`src/rtl/cpu_types_pkg.sv`:
```
// Shared CPU types: machine word, opcodes and the fetch-stage state/entry types.
package cpu_types_pkg;
    localparam int WORD_W = 32;

    typedef logic [WORD_W-1:0] word_t;

    typedef enum logic [5:0] {
        RTYPE = 6'h00,
        J     = 6'h02,
        JAL   = 6'h03,
        BEQ   = 6'h04,
        BNE   = 6'h05,
        ADDIU = 6'h09,
        LW    = 6'h23,
        SW    = 6'h2B,
        HALT  = 6'h3F
    } opcode_t;

    typedef enum logic {
        RUN    = 1'b0,
        HALTED = 1'b1
    } fetch_state_t;

    localparam word_t PC_INCR = 32'd4;

    // One fetched instruction with its fall-through address and prediction tag.
    typedef struct packed {
        word_t instr;
        word_t npc;
        logic  taken;
    } fetch_entry_t;
endpackage

```
`src/rtl/fetch_hold_buf.sv`:
```
// One-entry skid buffer that parks a fetched instruction while decode is stalled.
module fetch_hold_buf
    import cpu_types_pkg::*;
(
    input  logic         CLK,
    input  logic         nRST,
    input  logic         i_load,
    input  logic         i_clear,
    input  fetch_entry_t i_entry,
    output logic         o_valid,
    output fetch_entry_t o_entry
);
    logic         r_valid;
    fetch_entry_t r_entry;

    // Clear wins: a flush or drain in the same cycle must not leave a stale entry.
    always_ff @(posedge CLK or negedge nRST) begin
        if (!nRST) begin
            r_valid <= 1'b0;
            r_entry <= '0;
        end else if (i_clear) begin
            r_valid <= 1'b0;
        end else if (i_load) begin
            r_valid <= 1'b1;
            r_entry <= i_entry;
        end
    end

    assign o_valid = r_valid;
    assign o_entry = r_entry;
endmodule

```
`src/rtl/fetch_unit.sv`:
```
// Instruction-fetch stage: owns the PC, drives the icache read port and fills
// the fetch/decode latch through a one-entry hold buffer.
module fetch_unit
    import cpu_types_pkg::*;
#(
    parameter word_t RESET_PC = 32'h0000_0000
) (
    input  logic         CLK,
    input  logic         nRST,
    output logic         imemREN,
    output word_t        imemaddr,
    input  logic         ihit,
    input  word_t        imemload,
    input  logic         stall,
    input  logic         squash,
    input  logic         halt,
    input  logic         misc_npc_en,
    input  word_t        misc_npc,
    input  logic         cancel_fetch,
    input  logic         pred_taken,
    output word_t        npc_default,
    output logic         npc_valid,
    output logic         fd_valid,
    output word_t        fd_instruction,
    output word_t        fd_instr_npc,
    output logic         fd_branch_taken,
    output fetch_state_t o_dbg_state,
    output logic         o_dbg_hold_valid
);
    fetch_state_t r_state;
    word_t        r_pc;
    logic         r_fd_valid;
    word_t        r_fd_instr;
    word_t        r_fd_npc;
    logic         r_fd_taken;

    word_t        w_pc_plus4;
    word_t        w_pc_next;
    logic         w_fetch_done;
    logic         w_accept;
    logic         w_hold_valid;
    logic         w_hold_load;
    logic         w_hold_clear;
    fetch_entry_t w_hold_entry;
    fetch_entry_t w_new_entry;

    assign w_pc_plus4   = r_pc + PC_INCR;
    // nRST gates the request so an outstanding read is abandoned during reset.
    assign imemREN      = nRST && (r_state == RUN) && !w_hold_valid;
    assign w_fetch_done = imemREN && ihit;
    assign w_accept     = w_fetch_done && !cancel_fetch;
    assign w_new_entry  = '{instr: imemload, npc: w_pc_plus4, taken: pred_taken};

    assign w_hold_load  = stall && w_accept;
    assign w_hold_clear = squash || cancel_fetch || (!stall && w_hold_valid);

    fetch_hold_buf u_hold (
        .CLK     (CLK),
        .nRST    (nRST),
        .i_load  (w_hold_load),
        .i_clear (w_hold_clear),
        .i_entry (w_new_entry),
        .o_valid (w_hold_valid),
        .o_entry (w_hold_entry)
    );

    // Next PC: wrong-path cancel, then taken redirect, then fall-through.
    always_comb begin
        w_pc_next = r_pc;
        if (r_state == RUN) begin
            if (cancel_fetch) begin
                w_pc_next = misc_npc;
            end else if (misc_npc_en && w_fetch_done) begin
                w_pc_next = misc_npc;
            end else if (w_fetch_done) begin
                w_pc_next = w_pc_plus4;
            end
        end
    end

    always_ff @(posedge CLK or negedge nRST) begin
        if (!nRST) begin
            r_state    <= RUN;
            r_pc       <= RESET_PC;
            r_fd_valid <= 1'b0;
            r_fd_instr <= '0;
            r_fd_npc   <= '0;
            r_fd_taken <= 1'b0;
        end else begin
            r_pc <= w_pc_next;
            case (r_state)
                RUN:     if (halt) r_state <= HALTED;
                HALTED:  r_state <= HALTED;
                default: r_state <= RUN;
            endcase

            if (squash) begin
                r_fd_valid <= 1'b0;
            end else if (!stall) begin
                if (w_hold_valid) begin
                    r_fd_valid <= 1'b1;
                    r_fd_instr <= w_hold_entry.instr;
                    r_fd_npc   <= w_hold_entry.npc;
                    r_fd_taken <= w_hold_entry.taken;
                end else if (w_accept) begin
                    r_fd_valid <= 1'b1;
                    r_fd_instr <= w_new_entry.instr;
                    r_fd_npc   <= w_new_entry.npc;
                    r_fd_taken <= w_new_entry.taken;
                end else begin
                    r_fd_valid <= 1'b0;
                end
            end
        end
    end

    assign imemaddr         = r_pc;
    assign npc_default      = w_pc_plus4;
    assign npc_valid        = w_fetch_done;
    assign fd_valid         = r_fd_valid;
    assign fd_instruction   = r_fd_instr;
    assign fd_instr_npc     = r_fd_npc;
    assign fd_branch_taken  = r_fd_taken;
    assign o_dbg_state      = r_state;
    assign o_dbg_hold_valid = w_hold_valid;
endmodule

```
`config.mk`:
```
export PLATFORM = sky130hd
export DESIGN_NAME = fetch_unit
export DESIGN_NICKNAME = d
export VERILOG_FILES = /design/src/rtl/cpu_types_pkg.sv /design/src/rtl/fetch_hold_buf.sv /design/src/rtl/fetch_unit.sv
export SDC_FILE = /design/constraint.sdc
export NUM_CORES = 1
export LEC_CHECK = 0
export ABC_AREA = 0
export CAP_MARGIN = 30
export CELL_PAD_IN_SITES_DETAIL_PLACEMENT = 0
export CELL_PAD_IN_SITES_GLOBAL_PLACEMENT = 1
export CORE_MARGIN = 1.5
export CORE_UTILIZATION = 35
export DETAILED_ROUTE_END_ITERATION = 8
export PLACE_DENSITY_LB_ADDON = 0.3
export SYNTH_ARGS = -nofsm -noshare
export SYNTH_HDL_FRONTEND = slang
export SYNTH_HIERARCHICAL = 1
export SYNTH_SLANG_ARGS = --single-unit
```
`constraint.sdc`:
```
create_clock -name CLK -period 2.39 [get_ports CLK]
set_input_delay 0.3585 -clock CLK [delete_from_list [all_inputs] [get_ports CLK]]
set_output_delay 0.3585 -clock CLK [all_outputs]
set_load 0.01 [all_outputs]
```
==> results of run 1 <==
==> report_power, final <==
part           internal [mW]  leakage [nW]  total [mW]  switching [mW]
Clock                   1.49         0.274        2.64            1.14
Sequential              2.90          2.24        2.98          0.0811
Combinational          0.829          3.32        1.55           0.716
==> stage by stage <==
stage | total power [mW] | setup WS (ns)
6_report | 7.161 | -0.1784
5_1_grt | 7.496 | -0.2711
4_1_cts | 7.185 | -0.2311
3_5_place_dp | 4.425 | -0.2351
3_3_place_gp | 4.414 | -0.1776
2_1_floorplan | 3.497 | 0.09099
==> state kept, by name, summed over array words and instances (netlist names) <==
signal and count:
u_hold/o_entry 65, fd_instr_npc 32, fd_instruction 32, imemaddr 32, fd_branch_taken 1, fd_valid 1
o_dbg_state 1, u_hold/o_valid 1
==> cell families (layout without fill, tap and decap cells) <==
family,count (synthesis),after routing,synth area share
xor+xnor,26,26,0.02746
compound gates,172,172,0.1254
buf+inv,66,405,0.04602
flops,165,165,0.4980
fa+ha+maj,1,1,0.001509
mux,107,107,0.1619
simple gates,225,225,0.1397
==> Yosys cell counts, drive strengths merged (2+ instances only) <==
cell / number
o21ai: 82
nor4b: 2
nand2: 97
nand3: 25
nand4: 6
o22ai: 9
buf: 28
o22a: 4
dfrtp: 165
nor2: 33
a221oi: 2
a21oi: 32
o2bb2a: 6
nor3: 15
a22o: 5
nor2b: 4
xor2: 14
or2: 3
o21a: 2
nand2b: 5
and2: 3
or3: 2
mux2: 67
nor3b: 3
nor4: 5
a21o: 7
clkbuf: 27
o211ai: 3
or4: 2
mux2i: 40
xnor2: 12
a31oi: 3
and3: 10
and4: 5
inv: 11
a31o: 6
==> worst min path at each step <==
stage	start	to	slack (ns)	cells after the start
4_1_cts	fd_instruction[17]	fd_instruction[17]	0.48	2
3_5_place_dp	nRST	o_dbg_state	0.20	1
6_report	fd_instr_npc[13]	fd_instr_npc[13]	0.48	2
3_3_place_gp	nRST	o_dbg_state	0.20	1
5_1_grt	fd_instruction[11]	fd_instruction[11]	0.50	2
2_1_floorplan	nRST	fd_branch_taken	0.06	0
==> timing repair <==
| action | 4_1_cts | 5_1_grt |
|---|---|---|
| setup endpoints to repair | 28 | 31 |
| hold endpoints to repair | 11 | 0 |
| gates resized for setup | 166 | 37 |
| pin swaps | 28 | 25 |
| hold buffers | 2 | 0 |
| buffers inserted | 22 | 14 |
==> cell type report <==
cell class / instances / share of cell area
Timing Repair Buffer: 362 / 0.2618
Multi-Input combinational cell: 531 / 0.3372
Inverter: 11 / 0.003225
Tap cell: 319 / 0.03118
Sequential cell: 165 / 0.3228
Clock buffer: 21 / 0.03597
Clock inverter: 11 / 0.007819
==> worst max-delay path, delay by kind of cell (launching register included) <==
family	cells	cell delay, ns
xor+xnor	1	0.22
buf+inv	3	0.40
flops	1	0.36
simple gates	3	0.82
==> metal layers <==
layer	part of all wire	vias up
met2	0.46	198
li1	-	3357
met3	0.051	19
met1	0.48	3456
met4	0.0099	0
met5	0	-
==> results.md, run 1 <==
Yosys:
- For this run, the register share of the synthesized area comes to 0.4980.
- The most used flip-flop cell after synthesis is sky130_fd_sc_hd__dfrtp_1.
- The number of synthesized flops with an enable pin is 0.
- For this run, the number of Yosys warnings is 6.
- The area share of the largest cell type after synthesis is 0.4980.
- A synthesized cell averages 10.88 sq um.
- The synthesized netlist net count is 836.
- The number of register bits inferred by synthesis is 165.
- sky130_fd_sc_hd__dfrtp_1 takes more of the synthesized area than any other cell.
- The count of mapped cells out of synthesis is 762.
- The share of synthesized registers carrying an async set or reset is 1.000.
- The post-synthesis instance area is 8292 sq um.
- In the post-synthesis netlist, the biggest area contributors are sky130_fd_sc_hd__dfrtp_1 50%, sky130_fd_sc_hd__mux2_4 9.1%, sky130_fd_sc_hd__mux2i_1 4.8%, sky130_fd_sc_hd__o21ai_0 4.8%, sky130_fd_sc_hd__nand2_1 4.4%.
- The post-synthesis cell type count is 66.

Drt:
- The routed design has 24.56 mm of wire.
- Using the TritonRoute via totals, the vias-per-cell ratio works out to 4.951.
- The first TritonRoute pass finished after 4 iterations.
- The final routed DRC violation total is 0.
- Dividing the detail-routed wire length by the instance count gives 17.30 um.
- For this block, the initial DRC count from the detailed router was 363.
- Detailed routing inserted a total of 7030 vias.
- Once detail routing completed, the nets flagged for antenna violations numbered 0.

Clock network:
- The clock root buffer master is sky130_fd_sc_hd__clkbuf_16.
- The insertion delay of the later-clocked pin in the worst-skew pair is 0.42 ns.
- The CTS tree is done.
- The number of sinks handled by clock tree synthesis is 165.
- The H-tree generated during clock tree synthesis spans 4 levels.
- The clock slew seen by the registers of the worst setup and hold paths is 0.07 ns.
- The number of buffers on the longest clock path is 2.
- The number of buffers added by the clock tree synthesis step is 17.

Worst setup path:
- The startpoint identified for the worst register-to-register timing path is imemaddr[2].
- The reg-to-reg critical path endpoint is u_hold/o_entry[13].
- The data arrival time of the critical path is 2.21 ns.
- The highest cell delay on the worst timing path is 0.53 ns.
- Walking the worst path, the cells encountered are buf_4, buf_4, nand3_4, or4_4, nor3_4, xor2_2, buf_2.
- The category of the most critical setup path is reg2out.
- STA classifies the critical path endpoint as an output port.
- The critical path startpoint is imemaddr[3].
- The endpoint required time on the critical path is 2.03 ns.
- The most critical setup path has its endpoint at npc_default[31].
- Among all stages on the critical path, the largest delay is contributed by sky130_fd_sc_hd__or4_4.
- The sort of element at the start of the critical path is a register.
- The highest fanout seen on the critical path is 3.
- The depth of the worst register-to-register path is 12.
- Across all register-to-register paths, the minimum setup slack is 0.09 ns.
- Among the stages of the critical path, the cell type that occurs most often is sky130_fd_sc_hd__buf_4.

Global route:
- The most heavily used metal layer in global routing is met2.
- The pin count of the biggest net entering global routing is 76.
- For this run, the total global-route usage over all layers was measured as 0.2036.
- For this run, global-route usage on met2 was measured as 0.3283.
- For this run, global-route usage on met1 was measured as 0.2805.
- The met3 global-route usage is 0.04268.
- Summed over all layers, the global routing overflow is 0.
- The number of global-route vias before repair came to 7110.
- The first global-routing pass estimated 38.85 mm of wire.
- The number of antenna violations at the first check in global routing is 0.

STA:
- Hold timing on the final database bottoms out at a slack of 0.4774 ns.
- The clock period minus final worst setup slack is 2.568 ns.
- The transition at the pin with the smallest max-transition slack is 1.045 ns.
- Setup repair after global routing could not meet its margin everywhere.
- The setup-violating endpoint count in the final report is 15.
- The worst pin sits at a relative slew slack of 0.3009.
- Dividing the final minimum period by the clock period gives 1.075.
- The max-slew violation total from the final report is 0.
- The maximum frequency from static timing analysis is 389.3 MHz.
- Setup total negative slack on the finished layout was measured at -1.462 ns.
- On the final layout, the worst clock skew is 0.01551 ns.
- Across all setup checks in the final design, the least slack found is -0.1784 ns.
- The hold violation total from the final report came to 0.

Finish:
- The area of the multi-input gates is 4317 sq um.
- The area added between synthesis and finish is 54.38%.
- The final standard cell area without fillers is 12800 sq um.
- Leaving out fill and tap cells, the most frequent cell in the layout is sky130_fd_sc_hd__clkdlybuf4s50_1.
- The area taken by flip-flops and latches is 4133 sq um.
- The layout has 2050 filler cells.
- The net count reported at finish is 1162.
- Leaving out fill and tap cells, the most frequent cells in the layout are 176 x sky130_fd_sc_hd__clkdlybuf4s50_1, 164 x sky130_fd_sc_hd__dfrtp_1, 135 x sky130_fd_sc_hd__buf_4, 92 x sky130_fd_sc_hd__nand2_1, 80 x sky130_fd_sc_hd__o21ai_0.
- The fraction of final layout cells sized beyond drive strength 1 is 0.3197.
- 0 antenna diodes ended up in the layout.
- The count of placed standard cells in the final layout, fillers left out is 1420.
- Once layout is complete, the utilization of the core stands at 0.5486.

Min path:
- The path class of the lowest-slack min-delay path is reg2reg.

Floorplan:
- The boundary pin count is 207.
- The die covers 24620 sq um.
- From bottom edge to top edge, the die measures 156.9 um.
- The placement row count is 56.
- The die span in x is 156.9 um.
- For this configuration, the core starts out at a cell density of 0.3554.
- The core box area is 23330 sq um.

Job:
- The number of max-cap violations is 0.

Place:
- The HPWL after detailed placement is 17.29 mm.
- Summing all placed instances gives a cell area of 11440 sq um.
- Counting tap cells, the placed design contains a total of 1352 instances.
- In this run the tool buffered the top-level ports with 206 buffer cells.
- The final estimated routing congestion in global placement is 0.8342.

Pwr:
- For this design the static power due to leakage is 5.834 nW.
- VDD sags by at most 435.7 uV.
- The total power divided by cell area is 559.4 nW/um^2.

Run status:
- The run finished, with violations left.
- The checks that failed: negative setup slack.
No activity file was read; power rests on OpenSTA's default activity.
==> run 2, diff against run 1 <==
--- a/config.mk
+++ b/config.mk
@@ -12,6 +12,7 @@
 export CORE_MARGIN = 1.5
 export CORE_UTILIZATION = 35
 export DETAILED_ROUTE_END_ITERATION = 8
+export GPL_ROUTABILITY_DRIVEN = 0
 export PLACE_DENSITY_LB_ADDON = 0.3
 export SYNTH_ARGS = -nofsm -noshare
 export SYNTH_HDL_FRONTEND = slang
==> results of run 2 <==
Same layout as run 1: the final DEF is identical, and so are final timing and power.
==> run 3, diff against run 2 <==
--- a/config.mk
+++ b/config.mk
@@ -11,6 +11,7 @@
 export CELL_PAD_IN_SITES_GLOBAL_PLACEMENT = 1
 export CORE_MARGIN = 1.5
 export CORE_UTILIZATION = 35
+export CTS_CLUSTER_SIZE = 16
 export DETAILED_ROUTE_END_ITERATION = 8
 export GPL_ROUTABILITY_DRIVEN = 0
 export PLACE_DENSITY_LB_ADDON = 0.3
==> results of run 3 <==
Same layout as run 1: the final DEF is identical, and so are final timing and power.
